==> config.mk <==
export PLATFORM = sky130hd
export DESIGN_NAME = usb_fifo_dma_rd
export DESIGN_NICKNAME = d
export VERILOG_FILES = /design/src/rtl/usb_fifo_dma_rd.sv
export SDC_FILE = /design/constraint.sdc
export NUM_CORES = 1
export LEC_CHECK = 0
export ABC_AREA = 1
export BUFFER_PORTS_ARGS = -buffer_cell sky130_fd_sc_hd__buf_2
export CAP_MARGIN = 20
export CORE_MARGIN = 1
export CORE_UTILIZATION = 50
export CTS_BUF_LIST = sky130_fd_sc_hd__clkbuf_4 sky130_fd_sc_hd__clkbuf_8 sky130_fd_sc_hd__clkbuf_16
export CTS_CLUSTER_DIAMETER = 40
export CTS_CLUSTER_SIZE = 40
export DETAILED_ROUTE_END_ITERATION = 8
export PLACE_DENSITY = 0.74
export REMOVE_ABC_BUFFERS = 1
export SYNTH_ARGS = -nofsm -noshare
export SYNTH_HDL_FRONTEND = slang
export SYNTH_SLANG_ARGS = --single-unit
export TNS_END_PERCENT = 5
==> constraint.sdc <==
create_clock -name clk -period 5.6 [get_ports clk]
set_clock_uncertainty 0.2 [all_clocks]
set_input_delay 1.12 -clock clk [delete_from_list [all_inputs] [get_ports clk]]
set_output_delay 1.12 -clock clk [all_outputs]
set_load 0.02 [all_outputs]
==> src/rtl/usb_fifo_dma_rd.sv <==
// usb_fifo_dma_rd: reads byte_count bytes from the usbHostSlave FIFO data port
// over the Avalon-MM master and packs them little-endian into 32-bit words on
// a valid/ready stream. One pack register (p0) feeds one output register (p1).
// Optional feature macro: USB_DMA_IRQ_EN (sticky completion interrupt).
module usb_fifo_dma_rd #(
  parameter int MAX_WAIT = 255
) (
  input  logic        clk,
  input  logic        reset,
  input  logic        start,
  input  logic [7:0]  fifo_addr,
  input  logic [7:0]  byte_count,
  output logic        busy,
  output logic        done,
  output logic        err,
  output logic [7:0]  avm_address,
  output logic        avm_read,
  output logic        avm_chipselect,
  input  logic [7:0]  avm_readdata,
  input  logic        avm_waitrequest,
  output logic [31:0] word_data,
  output logic        word_valid,
  output logic        word_last,
  output logic [2:0]  word_bytes,
  input  logic        word_ready,
  output logic        irq,
  input  logic        irq_clr
);

  typedef enum logic [1:0] {IDLE, READ, FLUSH, DONE} stateT;

  localparam logic [7:0] WAIT_LIM = 8'(MAX_WAIT - 1);

  stateT       state;
  stateT       nextState;
  logic [7:0]  addrReg;
  logic [7:0]  remaining;
  logic [7:0]  waitCnt;
  logic        errReg;
  logic [31:0] packData_p0;
  logic [2:0]  packCnt_p0;
  logic [31:0] wordData_p1;
  logic [2:0]  wordBytes_p1;
  logic        wordLast_p1;
  logic        vld_p1;

  logic outFree;
  logic packFull;
  logic rdEn;
  logic byteDone;
  logic timeout;
  logic xfer;

  // Read is held off only while the pack register is full and cannot drain
  always_comb begin
    outFree  = !vld_p1 || word_ready;
    packFull = (packCnt_p0 == 3'd4);
    rdEn     = (state == READ) && (!packFull || outFree);
    byteDone = rdEn && !avm_waitrequest;
    timeout  = rdEn && avm_waitrequest && (waitCnt == WAIT_LIM);
    // remaining is nonzero throughout READ, so remaining == 0 marks the tail word
    xfer     = (packCnt_p0 != 3'd0) && (packFull || remaining == 8'd0) && outFree &&
               (state == READ || state == FLUSH);
  end

  // Next-state selection
  always_comb begin
    nextState = state;
    unique case (state)
      IDLE:  if (start) nextState = (byte_count == 8'd0) ? DONE : READ;
      READ:  begin
        if (timeout) nextState = DONE;
        else if (byteDone && remaining == 8'd1) nextState = FLUSH;
      end
      FLUSH: if (packCnt_p0 == 3'd0 && vld_p1 && word_ready && wordLast_p1) nextState = DONE;
      DONE:  nextState = IDLE;
      default: nextState = IDLE;
    endcase
  end

  // State register
  always_ff @(posedge clk or posedge reset) begin
    if (reset) state <= IDLE;
    else       state <= nextState;
  end

  // Transfer control: latched address, byte countdown, wait counter, error flag
  always_ff @(posedge clk or posedge reset) begin
    if (reset) begin
      addrReg   <= 8'd0;
      remaining <= 8'd0;
      waitCnt   <= 8'd0;
      errReg    <= 1'b0;
    end else begin
      if (state == IDLE && start) begin
        addrReg   <= fifo_addr;
        remaining <= byte_count;
        errReg    <= 1'b0;
      end else if (byteDone) begin
        remaining <= remaining - 8'd1;
      end
      if (timeout) errReg <= 1'b1;
      waitCnt <= (rdEn && avm_waitrequest) ? waitCnt + 8'd1 : 8'd0;
    end
  end

  // Stage p0: pack incoming bytes little-endian; a full pack may drain and refill in one cycle
  always_ff @(posedge clk or posedge reset) begin
    if (reset) begin
      packData_p0 <= 32'd0;
      packCnt_p0  <= 3'd0;
    end else if ((state == IDLE && start) || timeout) begin
      packData_p0 <= 32'd0;
      packCnt_p0  <= 3'd0;
    end else if (byteDone) begin
      if (xfer) begin
        packData_p0 <= {24'd0, avm_readdata};
        packCnt_p0  <= 3'd1;
      end else begin
        packData_p0[{packCnt_p0[1:0], 3'b000} +: 8] <= avm_readdata;
        packCnt_p0 <= packCnt_p0 + 3'd1;
      end
    end else if (xfer) begin
      packData_p0 <= 32'd0;
      packCnt_p0  <= 3'd0;
    end
  end

  // Stage p1: output word register, held while valid and not accepted
  always_ff @(posedge clk or posedge reset) begin
    if (reset) begin
      wordData_p1  <= 32'd0;
      wordBytes_p1 <= 3'd0;
      wordLast_p1  <= 1'b0;
      vld_p1       <= 1'b0;
    end else if (timeout) begin
      wordData_p1  <= 32'd0;
      wordBytes_p1 <= 3'd0;
      wordLast_p1  <= 1'b0;
      vld_p1       <= 1'b0;
    end else if (xfer) begin
      wordData_p1  <= packData_p0;
      wordBytes_p1 <= packCnt_p0;
      wordLast_p1  <= (remaining == 8'd0);
      vld_p1       <= 1'b1;
    end else if (vld_p1 && word_ready) begin
      wordLast_p1  <= 1'b0;
      vld_p1       <= 1'b0;
    end
  end

  assign busy           = (state != IDLE);
  assign done           = (state == DONE);
  assign err            = errReg;
  assign avm_address    = addrReg;
  assign avm_read       = rdEn;
  assign avm_chipselect = rdEn;
  assign word_data      = wordData_p1;
  assign word_bytes     = wordBytes_p1;
  assign word_last      = wordLast_p1;
  assign word_valid     = vld_p1;

`ifdef USB_DMA_IRQ_EN
  logic irqReg;

  // Sticky interrupt: set wins over a coincident clear
  always_ff @(posedge clk or posedge reset) begin
    if (reset)                irqReg <= 1'b0;
    else if (state == DONE)   irqReg <= 1'b1;
    else if (irq_clr)         irqReg <= 1'b0;
  end

  assign irq = irqReg;
`else
  logic unusedIrqClr;
  assign unusedIrqClr = irq_clr;
  assign irq = 1'b0;
`endif

endmodule

Word-level counts from Yosys, hierarchy flattened
Cells that the tools add are included.
- logic and storage cells: 88
- output and inout port bits: 51
- latch bits: 0
- memory bits (writable): 0
- register bits after elaboration: 99
- memories kept: 0
- bits in read-only memories: 0
- add/sub/neg operators: 4
- shifts and indexed selects: 2
- mux-type cells: 29
- reductions and logical operators: 33
- multipliers: 0
- magnitude comparators: 0
- div/mod/pow operators: 0
- bitwise logic cells: 0
- equality and inequality tests: 9
- operator list (kind ; count):
    2-to-1 mux 32 bit ; 6
    bitwise mux 32 bit ; 1
    variable shift 8 x 7 -> 32 bit (first input constant) ; 1
    variable part select 8 x 7 -> 32 bit ; 1
    2-to-1 mux 8 bit ; 3
    2-to-1 mux 3 bit ; 6
    logical NOT 8 bit ; 2
    logical AND 1 bit ; 13
    2-to-1 mux 2 bit ; 5
    nonzero test 3 bit ; 3
    adder 8 x 1 -> 8 bit (second input constant) ; 1
    equality test 8 x 1 -> 1 bit (second input constant) ; 1
    equality test 8 bit (second input constant) ; 1
    one-hot mux 2 bit (4 select lines) ; 1
    nonzero test 2 bit ; 4
    subtractor 8 x 1 -> 8 bit (second input constant) ; 1
    2-to-1 mux 1 bit ; 7
    negator 5 -> 7 bit ; 1
    logical OR 1 bit ; 5
    equality test 2 bit (second input constant) ; 2
    adder 3 x 1 -> 3 bit (second input constant) ; 1
    equality test 3 bit (second input constant) ; 1
    logical NOT 1 bit ; 3
    logical NOT 3 bit ; 1
    other kinds (6) ; 6

Logic depth before layout (Yosys ltp)
- depth after elaboration: 9
- depth in mapped cells: 14

Least setup slack after synthesis
Ideal clock, no wire load.
- path type: input port to output port
- start: in word_ready
- end: out avm_read
- arrival: 2.020 ns
- setup slack: 2.260 ns
- data required time: 4.280 ns
- buffers on the path: 1
- stages on the path: 3
- cell sequence: nor2_2 a21boi_0 buf_4
- cells in the longest elaborated chain, start to end: 3
- RTL lines (what ; RTL line ; source):
    from (decl) ; 25 ; input logic word_ready,
    logical OR 1 bit ; 56 ; outFree = !vld_p1 || word_ready;
    logical OR 1 bit ; 58 ; rdEn = (state == READ) && (!packFull || outFree);
    logical AND 1 bit ; 58 ;
    to (decl) ; 17 ; output logic avm_read,
Every way passes these cells.

Final worst setup path
- start: reg packCnt_p0[0]
- end: out avm_chipselect
- cells in the longest elaborated chain, start to end: 4
- RTL lines (what ; RTL line ; source):
    from (decl) ; 41 ; logic [2:0] packCnt_p0;
    from (signal assigned) ; 121 ; packCnt_p0 <= packCnt_p0 + 3'd1;
    equality test 3 bit ; 57 ; packFull = (packCnt_p0 == 3'd4);
    logical NOT 1 bit ; 58 ;
    logical OR 1 bit ; 58 ;
    logical AND 1 bit ; 58 ;
    to (decl) ; 18 ; output logic avm_chipselect,
Every way passes these cells.

==> impl_metrics.env <==
export IMPL_instances_no_fill=788
export IMPL_arrival_ps=2130
export IMPL_rr_startpoint="packCnt_p0[0]"
export IMPL_syn_to_final_growth_pct=13.89
export IMPL_gp_congestion=0.8157
export IMPL_crit_type="flop to output port"
export IMPL_fin_ws_ps=2155
export IMPL_placed_area_mm2=0.005210
export IMPL_power_density_mw_per_mm2=435.2
export IMPL_nNetsFinal=699
export IMPL_yosys_area_share_simple_pct=34.00
export IMPL_hold_violations=0
export IMPL_period_share_pct=61.52
export IMPL_core_area_mm2=0.009240
export IMPL_holdBufCountCts=0
export IMPL_wl_per_cell_um=12.46
export IMPL_cp_start_kind="flop"
export IMPL_path_buf_inv=3
export IMPL_sw_frac_of_total_pct=43.07
export IMPL_cts_resized_gates=0
export IMPL_final_common_cell="nand2_1"
export IMPL_portBuffers=78
export IMPL_drc=0
export IMPL_row_count=35
export IMPL_drt_wl_total_um=9818
export IMPL_pre_cts_ws_ps=2217
export IMPL_avgSynthCellArea_um2=8.141
export IMPL_synth_fa_ha_area_share_pct=3.947
export IMPL_postRouteAntennaNets=0
export IMPL_first_pass_iters=5
export IMPL_r2r_slack_ps=2560
export IMPL_tritoncts="built"
export IMPL_die_x_um=99.52
export IMPL_seqPwrFrac_pct=40.1
export IMPL_worstHoldStart="word_data[14]"
export IMPL_antenna_found_initial=0
export IMPL_clock_latency_ps=370
export IMPL_floorplan_initialDensity_pct=51.46
export IMPL_hp_class="flop to flop"
export IMPL_path_delay_family="flip-flops"
export IMPL_setup_tns_ps=0
export IMPL_vdd_drop_max_mv=0.2764
export IMPL_clkSlewWorstSetupHoldPaths_ps=90
export IMPL_r2r_cells=12
export IMPL_final_area_mm2=0.005415
export IMPL_grt_pass1_wl_um=17190
export IMPL_synthMuxAreaShare_pct=0
export IMPL_crit_path_end_kind="output port"
export IMPL_worst_hold_slack_ps=270.3
export IMPL_async_reset_ff_share_pct=100.0
export IMPL_cap_violations=0
export IMPL_clkSinkCount=99
export IMPL_crit_required_ps=4280
export IMPL_grt_max_degree=54
export IMPL_rsz0062_at_grt="false"
export IMPL_p_comb_share_pct=39.7
export IMPL_yosys_warnings=0
export IMPL_synth_top_family_by_area="simple AND/OR/NAND/NOR gates"
export IMPL_max_stage_delay_ps=580
export IMPL_diodes=0
export IMPL_post_cts_setup_buffers=0
export IMPL_synth_xor_area_share_pct=0.5526
export IMPL_dieArea_mm2=0.009903
export IMPL_htree_levels=3
export IMPL_max_freq_mhz=290.3
export IMPL_path_cells="inv_1 -> ha_1 -> nand2_1 -> inv_2 -> a21boi_0 -> buf_2"
export IMPL_p_switching_mw=1.015
export IMPL_post_route_util_pct=58.61
export IMPL_synth_edf_count=0
export IMPL_p_leak_nw=3.084
export IMPL_ios=81
export IMPL_slew_violations=0
export IMPL_yosys_register_bits=99
export IMPL_status="completed"
export IMPL_ys_types=33
export IMPL_layout_common_cells="234 x nand2_1, 99 x dfrtp_1, 78 x buf_2"
export IMPL_dp_cells=772
export IMPL_first_global_vias=3801
export IMPL_ys_seq_area_share_pct=52.11
export IMPL_cts_buffers=9
export IMPL_post_dp_hpwl_um=6980
export IMPL_grt_use_total_pct=21.79
export IMPL_hold_end="word_data[14]"
export IMPL_r2r_end="word_data[8]"
export IMPL_tightest_slew_ps=757.4
export IMPL_fillers=871
export IMPL_synth_main_ff_cell="dfrtp_1"
export IMPL_total_power_mw=2.357
export IMPL_cts_root_buffer="clkbuf_8"
export IMPL_internal_power_mw=1.342
export IMPL_drt_iter0_drc=171
export IMPL_clk_path_buf_depth=2
export IMPL_synth_compound_area_share_pct=3.632
export IMPL_die_height_um=99.52
export IMPL_worstHoldPathCells=2
export IMPL_synth_area_mm2=0.004755
export IMPL_cp_max_fo=12
export IMPL_maxSlewHeadroom_pct=48.95
export IMPL_grt_overflow_total=0
export IMPL_slowest_stage="dfrtp_1"
export IMPL_vias_per_cell=5.022
export IMPL_p_clk_share_pct=20.2
export IMPL_drive_gt1_share_pct=17.91
export IMPL_syn_inst=584
export IMPL_min_period_ps=3445
export IMPL_setup_viol=0
export IMPL_vias=3957
[synth_stat cells, types with 5 or more instances]
master    count  share of area [%]
nor2_1       54                4.3
clkbuf_1      5               0.39
buf_2        10                1.1
o21ai_0       7               0.74
nand4_1      13                1.7
ha_1         15                3.9
nand2_4       5                1.2
dfrtp_1      99                 52
inv_1        39                3.1
a21oi_1      10                1.1
nand2_1     234                 18
nand3_1      55                5.8
[routing by layer]
| layer | GRT usage, % | up-vias | routed length (µm) |
|---|---|---|---|
| met5 | 0 | - | 0 |
| met4 | 6.109 | 0 | 121 |
| met3 | 4.006 | 11 | 489 |
| met2 | 35.68 | 95 | 4507 |
| met1 | 29.84 | 1870 | 4701 |
| li1 | - | 1981 | - |
[area by class of cell]
| cell class | count | area (µm²) | area share, % |
|---|---|---|---|
| clock buffers | 11 | 145.1 | 2.680 |
| flip-flops and latches | 99 | 2477 | 45.75 |
| well taps | 129 | 161.4 | 2.981 |
| repair buffers | 79 | 397.9 | 7.348 |
| inverters | 43 | 166.4 | 3.073 |
| multi-input cells | 422 | 2007 | 37.06 |
| clock inverters | 5 | 60.06 | 1.109 |
[cell families (layout without fill, tap and decap cells)]
family / after synthesis / in the layout
AO/OA/AOI/OAI: 28 / 28
XOR/XNOR: 3 / 3
adder cells (fa/ha/maj): 15 / 15
buffers and inverters: 63 / 138
flip-flops: 99 / 99
other: 1 / 1
AND/OR/NAND/NOR: 375 / 375
[tightest hold or removal path: stages, from the launching register on]
cell     delay [ps]
dfrtp_1         350
nand2_1          50
nand2_1          40
[registers in the layout (all words and copies together), names as in the netlist]
signal,cells
state,2
packData_p0,32
packCnt_p0,3
word_last,1
word_bytes,3
waitCnt,8
err,1
avm_address,8
word_valid,1
remaining,8
word_data,32
[how the worst max path moves through the flow]
stage / from / slack (ps) / end / cells past startpoint
2_1_floorplan: reset / 1690 / avm_address[0] / 1
3_3_place_gp: start / 2260 / packData_p0[3] / 8
3_5_place_dp: word_ready / 2220 / word_data[8] / 10
4_1_cts: packCnt_p0[0] / 2170 / avm_chipselect / 6
5_1_grt: packCnt_p0[0] / 1980 / avm_chipselect / 6
6_report: packCnt_p0[0] / 2150 / avm_chipselect / 6
[power groups by stage]
stage	Combinational, mW	Clock [mW]	Sequential, mW
floorplan	0.596	0	1.03
global placement	0.912	0	0.952
detailed placement	0.938	0	0.958
CTS	0.943	0.487	0.944
global route	1.06	0.514	0.965
finish	0.936	0.477	0.944
Note: power is estimated with default switching activity, not from simulation.
